## config.mk

```make
export PLATFORM = sky130hd
export DESIGN_NAME = btn_pulse_cond_flat
export DESIGN_NICKNAME = d
export VERILOG_FILES = /design/src/rtl/btn_pulse_cond_if.sv /design/src/rtl/btn_pulse_cond.sv /design/src/flat_wrapper.sv
export SDC_FILE = /design/constraint.sdc
export NUM_CORES = 1
export LEC_CHECK = 0
export CAP_MARGIN = 20
export CORE_AREA = 2 2 86 96
export DETAILED_ROUTE_END_ITERATION = 6
export DIE_AREA = 0 0 88 98
export GPL_ROUTABILITY_DRIVEN = 0
export SLEW_MARGIN = 20
export SYNTH_ARGS = -nofsm -noshare
export SYNTH_HDL_FRONTEND = slang
export SYNTH_SLANG_ARGS = --single-unit
```

## constraint.sdc

```tcl
create_clock -name clk -period 2.9 [get_ports clk]
set_clock_uncertainty 0.2 [all_clocks]
set_input_delay 0.29 -clock clk [delete_from_list [all_inputs] [get_ports clk]]
set_output_delay 0.29 -clock clk [all_outputs]
set_load 0.01 [all_outputs]
```

## src/rtl/btn_pulse_cond_if.sv

```systemverilog
// Button conditioner bus: raw button levels in, press pulses and debounced levels out.
interface btn_pulse_cond_if #(
    parameter int N = 2
);
    logic [N-1:0] btn_in;
    logic [N-1:0] pulse_out;
    logic [N-1:0] level_out;

    modport master (
        output btn_in,
        input  pulse_out,
        input  level_out
    );

    modport slave (
        input  btn_in,
        output pulse_out,
        output level_out
    );
endinterface

```

## src/rtl/btn_pulse_cond.sv

```systemverilog
// Per-channel button conditioner: 2-flop synchroniser, debounce FSM, registered
// one-cycle press pulse and optional auto-repeat while the button is held.
//
// state       | meaning
// ------------+------------------------------------------------------------
// IDLE        | button released and stable; waiting for synchronised high
// PRESS_CHK   | input high, counting stable cycles before accepting press
// HELD        | press accepted; level high; auto-repeat counting if enabled
// RELEASE_CHK | input low, counting stable cycles before accepting release
module btn_pulse_cond #(
    parameter int N             = 2,
    parameter int DB_CYCLES     = 4,
    parameter int REPEAT_CYCLES = 0,
    parameter int CNT_W         = 20
) (
    input logic                  clk,
    input logic                  rst,
    btn_pulse_cond_if.slave      bus
);

    typedef enum logic [1:0] {
        ST_IDLE        = 2'd0,
        ST_PRESS_CHK   = 2'd1,
        ST_HELD        = 2'd2,
        ST_RELEASE_CHK = 2'd3
    } state_t;

    localparam logic [CNT_W-1:0] DB_LAST = CNT_W'(DB_CYCLES - 1);
    // Only meaningful when auto-repeat is enabled; guarded where used.
    localparam logic [CNT_W-1:0] RP_LAST = CNT_W'(REPEAT_CYCLES - 1);

    logic [N-1:0] s1_q;
    logic [N-1:0] s2_q;

    // Two-flop synchroniser for the asynchronous button levels.
    always_ff @(posedge clk) begin
        if (rst) begin
            s1_q <= '0;
            s2_q <= '0;
        end else begin
            s1_q <= bus.btn_in;
            s2_q <= s1_q;
        end
    end

    for (genvar g = 0; g < N; g++) begin : g_ch
        state_t           state_q, state_nxt;
        logic [CNT_W-1:0] cnt_q, cnt_nxt;
        logic [CNT_W-1:0] rcnt_q, rcnt_nxt;
        logic             pulse_q, pulse_nxt;
        logic             level_c;

        // State, counters and the press pulse are all registered together.
        always_ff @(posedge clk) begin
            if (rst) begin
                state_q <= ST_IDLE;
                cnt_q   <= '0;
                rcnt_q  <= '0;
                pulse_q <= 1'b0;
            end else begin
                state_q <= state_nxt;
                cnt_q   <= cnt_nxt;
                rcnt_q  <= rcnt_nxt;
                pulse_q <= pulse_nxt;
            end
        end

        // Debounce transitions, counter updates and pulse events.
        always_comb begin
            state_nxt = state_q;
            cnt_nxt   = cnt_q;
            rcnt_nxt  = rcnt_q;
            pulse_nxt = 1'b0;
            unique case (state_q)
                ST_IDLE: begin
                    if (s2_q[g]) begin
                        state_nxt = ST_PRESS_CHK;
                        cnt_nxt   = '0;
                    end
                end
                ST_PRESS_CHK: begin
                    if (!s2_q[g]) begin
                        state_nxt = ST_IDLE;
                    end else if (cnt_q == DB_LAST) begin
                        state_nxt = ST_HELD;
                        rcnt_nxt  = '0;
                        pulse_nxt = 1'b1;
                    end else begin
                        cnt_nxt = cnt_q + 1'b1;
                    end
                end
                ST_HELD: begin
                    if (!s2_q[g]) begin
                        state_nxt = ST_RELEASE_CHK;
                        cnt_nxt   = '0;
                    end else if (REPEAT_CYCLES > 0) begin
                        if (rcnt_q == RP_LAST) begin
                            pulse_nxt = 1'b1;
                            rcnt_nxt  = '0;
                        end else begin
                            rcnt_nxt = rcnt_q + 1'b1;
                        end
                    end
                    // With repeat disabled rcnt is left at zero so it can never wrap.
                end
                ST_RELEASE_CHK: begin
                    if (s2_q[g]) begin
                        state_nxt = ST_HELD;
                        rcnt_nxt  = '0;
                    end else if (cnt_q == DB_LAST) begin
                        state_nxt = ST_IDLE;
                    end else begin
                        cnt_nxt = cnt_q + 1'b1;
                    end
                end
                default: state_nxt = ST_IDLE;
            endcase
        end

        // Debounced level follows the registered state.
        always_comb begin
            level_c = (state_q == ST_HELD) || (state_q == ST_RELEASE_CHK);
        end

        assign bus.level_out[g] = level_c;
        assign bus.pulse_out[g] = pulse_q;
    end

endmodule
```

## src/flat_wrapper.sv

```systemverilog
// flat-port wrapper written by rule: the top's interface ports become plain ports
module btn_pulse_cond_flat 
#(
    parameter int N             = 2,
    parameter int DB_CYCLES     = 4,
    parameter int REPEAT_CYCLES = 0,
    parameter int CNT_W         = 20
)
  (clk, rst, bus_btn_in, bus_pulse_out, bus_level_out);
  btn_pulse_cond_if #(.N(N)) bus_i ();
  input logic clk;
  input logic rst;
  input wire logic [$bits(bus_i.btn_in)-1:0] bus_btn_in;
  output wire logic [$bits(bus_i.pulse_out)-1:0] bus_pulse_out;
  output wire logic [$bits(bus_i.level_out)-1:0] bus_level_out;
  assign bus_i.btn_in = bus_btn_in;
  assign bus_pulse_out = bus_i.pulse_out;
  assign bus_level_out = bus_i.level_out;
  btn_pulse_cond #(.N(N), .DB_CYCLES(DB_CYCLES), .REPEAT_CYCLES(REPEAT_CYCLES), .CNT_W(CNT_W)) u_core (.clk(clk), .rst(rst), .bus(bus_i));
endmodule
```

==> flow_summary.toml, run 1 <==
[timing]
rsz0062_at_grt = "false"
setup_viol = 0
max_freq_mhz = 426
fin_crit_sh_pct = 80.9
fin_crit_ns = 2.35
hold_viol_final = 0
tightest_slew_ns = 0.909
tns_ns = 0
timing.slew.headroom_pct = 39.0
finalMaxSlewViolations = 0

[setup_path]
cp-end-kind = "register"
crit_path_start = "u_core.g_ch[0].cnt_q[0]"
crit_fanout = 8
cpMaxStageDelayCell = "dfxtp_1"
crit_type = "reg2reg"
cp_top_family = "simple AND/OR/NAND/NOR gates"
crit_chain = "ha_1, nor4b_1, nand4b_1, o21a_1, nor2_1, a2bb2o_1"
critPathLaunchType = "register"
worstReg2RegStart = "u_core.g_ch[0].cnt_q[0]"
crit_buf_inv = 0
critPathArrivalTime_ns = 2.41
critical-path-max-stage-delay_ns = 0.40
required_ns = 2.96

[floorplan]
start_util_pct = 31.0
dieArea_mm2 = 0.00862
fp.coreArea_mm2 = 0.00770
dieWidth_um = 88
die_h_um = 98
io_pins = 8
rows = 34

[final_layout]
drive_above_1_share_pct = 6.99
nNetsFinal = 277
synthToLayoutAreaGrowth_pct = 11.2
final_common_cell = "dfxtp_1"
fin_area_mm2 = 0.00266
antenna_cells = 0
mostFrequentLayoutCells = "50 x dfxtp_1, 40 x nor2_1, 24 x xor2_1"

[clocking]
cts_sinks = 50
clock_tree.buffer_depth = 2
clockRootBuffer = "clkbuf_8"
postCtsSetupBuffers = 0
cts-resized-gates = 0
insertion_delay_ns = 0.31
cts.clk_slew.worst_paths_ns = 0.10
hold_buffers = 0
h-tree-depth = 2
cts_made_buffers = 5
cts_tree = "done"

[synth]
yosysSeqAreaShare_pct = 41.9
ys_async_sr_fraction_pct = 0
synthDistinctLibCells = 51
yosysTopAreaCellShare_pct = 41.9
synth_top_cell_by_area = "dfxtp_1"
ys_warn_count = 0
synth.cell_area_mm2 = 0.00239
synth_edf_count = 0
ys_ff_latch = 50
synth_flop_cell = "dfxtp_1"
postSynthAreaPerCell_um2 = 8.95
synthCells = 267
syn-num-nets = 273
synthTopCellsByArea = "dfxtp_1 42%, xor2_1 8.8%, nor2_1 6.3%"

[placed_design]
hpwl_um = 3370
port_buffers = 7
dpl_cell_area_mm2 = 0.00254

[pwr]
leakage_nw = 0.977
peakVddDrop_mv = 0.237
pwr_density_cell_mw_per_mm2 = 463
report.power.total_mw = 1.23

[grt]
grt_use_total_pct = 11.9
grtUsageMet3_pct = 2.96
grt_first_pass_wirelength_um = 8210
antenna_found_initial = 0
grt_pass1_vias = 1759
overflow = 0
grt_busiest_layer = "met2"
gr-usage-met2_pct = 18.3
grt_use_met1_pct = 15.7
grt_max_degree = 19

[routing]
drt_iter0_markers = 90
drc = 0
route.vias.total = 1861
routedWlPerCell_um = 12.4
route.antenna.remaining_nets = 0
dr.pass1.iters = 4
via_per_inst = 4.90
totalWireLength_um = 4720

[hold_path]
hold_class = "reg2reg"
hp-start = "u_core.s1_q[1]"

[flow_run]
cap_violations = 0

[outcome]
status = "completed"
## final cells by class
type                       instances  area (um2)
fill                             800        5040
multi-input combinational        199        1300
sequential                        50        1000
tap                              108         135
timing repair buffer               9        85.1
clock buffer                       5        68.8
clock inverter                     3        43.8
inverter                           6        22.5
## worst register-to-register path: stages (launching register included)
cell,delay [ns]
dfxtp_1,0.40
ha_1,0.30
nor4b_1,0.39
nand4b_1,0.31
o21a_1,0.32
nor2_1,0.21
a2bb2o_1,0.16
## Yosys cell counts (2+ instances only)
library cell,n
a21o_1,3
a21oi_1,3
and2_1,2
and3_1,6
and4_1,3
buf_4,5
clkbuf_1,5
dfxtp_1,50
ha_1,2
inv_1,6
mux2i_1,2
nand2_1,15
nand2b_1,2
nand3_1,22
nand4_1,14
nor2_1,40
nor2b_1,4
nor3_1,6
nor3b_1,3
nor4_1,6
nor4b_1,2
o211ai_1,3
o21a_1,2
o21ai_0,4
o21ai_1,2
o22ai_1,2
or4_1,3
xnor2_1,4
xor2_1,24
## path summary, 6_finish.rpt
path | slack, ns | endpoint | cells past startpoint
max | 0.55 | u_core.g_ch[0].cnt_q[1] | 6
min | 0.25 | u_core.s2_q[1] | 1
max reg2reg | 0.55 | u_core.g_ch[0].cnt_q[1] | 6
min reg2reg | 0.25 | u_core.s2_q[1] | 1
## registers in the layout (all words and copies together) (netlist names), named ones only
name and flops:
u_core.g_ch.cnt_q 40, u_core.g_ch.pulse_q 2, u_core.g_ch.state_q 2, u_core.s1_q 2, u_core.s2_q 2
## per-stage QoR
stage	instances	hold slack, ns	util [%]	setup WS, ns
2_1_floorplan	267	0.214	-	0.838
3_3_place_gp	372	0.217	33.1	0.704
3_5_place_dp	372	0.229	33.1	0.612
4_1_cts	380	0.251	34.5	0.588
5_1_grt	380	0.275	34.5	0.338
6_report	380	0.246	34.5	0.554
## routing by layer
layer,wire length [um],part of all wire [%]
met4,102,2.2
met2,2180,46
met5,0,0
met1,2270,48
met3,164,3.5
## cells by family after synthesis
family / count (synthesis) / synth area share, %
compound gates: 29 / 9.48
mux: 2 / 0.838
flops: 50 / 41.9
xor+xnor: 30 / 11.6
simple gates: 136 / 31.5
fa+ha+maj: 2 / 1.05
buf+inv: 18 / 3.66
## report_power, final
part	total, mW	switching (mW)	internal [mW]
Clock	0.499	0.240	0.259
Combinational	0.0398	0.0268	0.0130
Sequential	0.693	0.00303	0.690
(Power assumes the default switching activity.)
==> run 2, diff against run 1 <==
==> constraint.sdc (replaced) <==
create_clock -name clk -period 2.2 [get_ports clk]
set_clock_uncertainty 0.2 [all_clocks]
set_input_delay 0.22 -clock clk [delete_from_list [all_inputs] [get_ports clk]]
set_output_delay 0.22 -clock clk [all_outputs]
set_load 0.01 [all_outputs]
==> run 2 against run 1 <==
Compared with the run above:
- maximum frequency is 17% higher
- via count is 3.8% higher
- critical path depth is 1 lower
- wire length is 2.4% lower
- final area is 3.2% higher
- cell count is 2.6% higher
- worst hold slack worse by 0.0048 ns
- first-iteration DRC count is 24% lower
- largest cell class unchanged
- highest routed layer unchanged
==> flow_summary.toml, run 2 (synthesized netlist as in run 1, its figures left out) <==
[placed_design]
port_buffers = 7
hpwl_um = 3430
dpl_cell_area_mm2 = 0.00262
place_ws_ns = 0.0757

[timing]
layout_setup_ws_ns = 0.197
tightest_slew_ns = 0.491
max_freq_mhz = 499
setup_viol = 0
rsz0062_at_grt = "false"
fin_crit_sh_pct = 91.0
hold_viol_final = 0
tns_ns = 0
timing.slew.headroom_pct = 67.1
finalMaxSlewViolations = 0
fin_crit_ns = 2.00

[hold_path]
holdPathStages = 1
hp-start = "u_core.s1_q[0]"
hold_end = "u_core.s2_q[0]"
hold_class = "reg2reg"

[pwr]
peakVddDrop_mv = 0.300
pwr_density_cell_mw_per_mm2 = 598
leakage_nw = 1.03

[clocking]
cts.clk_slew.worst_paths_ns = 0.10
clock_tree.buffer_depth = 2
cts_made_buffers = 5
h-tree-depth = 2
cts_sinks = 50
clockRootBuffer = "clkbuf_8"
cts_tree = "done"
postCtsSetupBuffers = 0
insertion_delay_ns = 0.30

[final_layout]
fillers = 785
fin_area_mm2 = 0.00274
drive_above_1_share_pct = 10.6
final_common_cell = "dfxtp_1"
synthToLayoutAreaGrowth_pct = 14.8
nNetsFinal = 287
largest_reg_flops = 40
antenna_cells = 0
top_register = "u_core.g_ch.cnt_q"
mostFrequentLayoutCells = "50 x dfxtp_1, 40 x nor2_1, 24 x xor2_1"

[setup_path]
r2r-end = "u_core.g_ch[0].cnt_q[18]"
critPathLaunchType = "register"
critical-path-max-stage-delay_ns = 0.44
worstReg2RegStart = "u_core.g_ch[0].cnt_q[6]"
crit_type = "reg2reg"
crit_fanout = 5
crit_chain = "nand4_1, nor4_2, nand3_1, nor3b_1, a211o_1"
reg2reg_slack_ns = 0.20
cp-end-kind = "register"
r2r_cells = 5
cpMaxStageDelayCell = "nor4_2"
required_ns = 2.20
critPathArrivalTime_ns = 2.00

[grt]
grt_pass1_vias = 1854
overflow = 0
grt_first_pass_wirelength_um = 8170
grt_use_total_pct = 11.6
grt_use_met1_pct = 15.0
antenna_found_initial = 0
grtUsageMet3_pct = 2.54
gr-usage-met2_pct = 19.6
grt_max_degree = 19
grt_busiest_layer = "met2"

[routing]
totalWireLength_um = 4610
via_per_inst = 4.95
routedWlPerCell_um = 11.8
drt_iter0_markers = 68
dr.pass1.iters = 4
drc = 0
route.antenna.remaining_nets = 0
route.vias.total = 1931

[floorplan]
io_pins = 8
dieArea_mm2 = 0.00862
fp.coreArea_mm2 = 0.00770
start_util_pct = 31.0
rows = 34
dieWidth_um = 88
die_h_um = 98

[flow_run]
cap_violations = 0

[outcome]
status = "completed"
[run 2: changes by cell type in the layout (fill, tap and decap cells not counted), sizes merged]
| cell | delta |
|---|---|
| clkinv | -1 |
| inv | +1 |
| buf | +10 |
[run 2: worst max path at each step]
stage,start,endpoint,cells after the start
finish,u_core.g_ch[0].cnt_q[6],u_core.g_ch[0].cnt_q[18],5
detailed placement,u_core.g_ch[0].cnt_q[0],u_core.g_ch[0].cnt_q[17],6
global placement,u_core.g_ch[0].cnt_q[0],u_core.g_ch[0].cnt_q[17],6
CTS,u_core.g_ch[0].cnt_q[0],u_core.g_ch[0].cnt_q[17],6
global route,u_core.g_ch[1].cnt_q[0],u_core.g_ch[1].cnt_q[1],6
floorplan,u_core.g_ch[0].cnt_q[0],u_core.g_ch[0].cnt_q[17],6
[run 2: per-stage QoR]
stage / total power [mW] / hold WS (ns) / utilization [%] / std cells
finish: 1.64 / 0.241 / 35.6 / 390
global route: 1.70 / 0.265 / 35.6 / 390
CTS: 1.67 / 0.247 / 35.5 / 390
detailed placement: 0.992 / 0.225 / 34.0 / 382
global placement: 0.992 / 0.216 / 34.0 / 382
floorplan: 0.969 / 0.148 / - / 267
[run 2: per-layer routing]
| metal | wire length (um) | vias up |
|---|---|---|
| met2 | 2230 | 27 |
| met5 | 0 | - |
| met4 | 31 | 0 |
| met1 | 2220 | 923 |
| met3 | 124 | 4 |
| li1 | - | 977 |
[run 2: layout make-up]
| type | instances | area, um2 | share of cell area (%) |
|---|---|---|---|
| multi-input cells | 199 | 1310 | 47.7 |
| flip-flops and latches | 50 | 1000 | 36.5 |
| repair buffers | 19 | 160 | 5.84 |
| well taps | 108 | 135 | 4.93 |
| clock buffers | 5 | 68.8 | 2.51 |
| clock inverters | 3 | 47.5 | 1.73 |
| inverters | 6 | 22.5 | 0.821 |
[run 2: what timing repair did]
item,in CTS,in global routing
hold buffers,0,0
endpoints found under the setup margin,0,8
resized for setup,0,2
[run 2: worst max-delay path: cells and delay by family, from the launching register on]
family             cells  cell delay, ns
DFF                    1            0.43
AOI/OAI and AO/OA      1            0.27
and+or+nand+nor        4            0.99
[run 2: power by group]
part	switching, mW	total [mW]	leakage [nW]	internal (mW)
Combinational	0.0355	0.0574	0.569	0.0219
Clock	0.322	0.669	0.0591	0.347
Sequential	0.00382	0.913	0.404	0.909
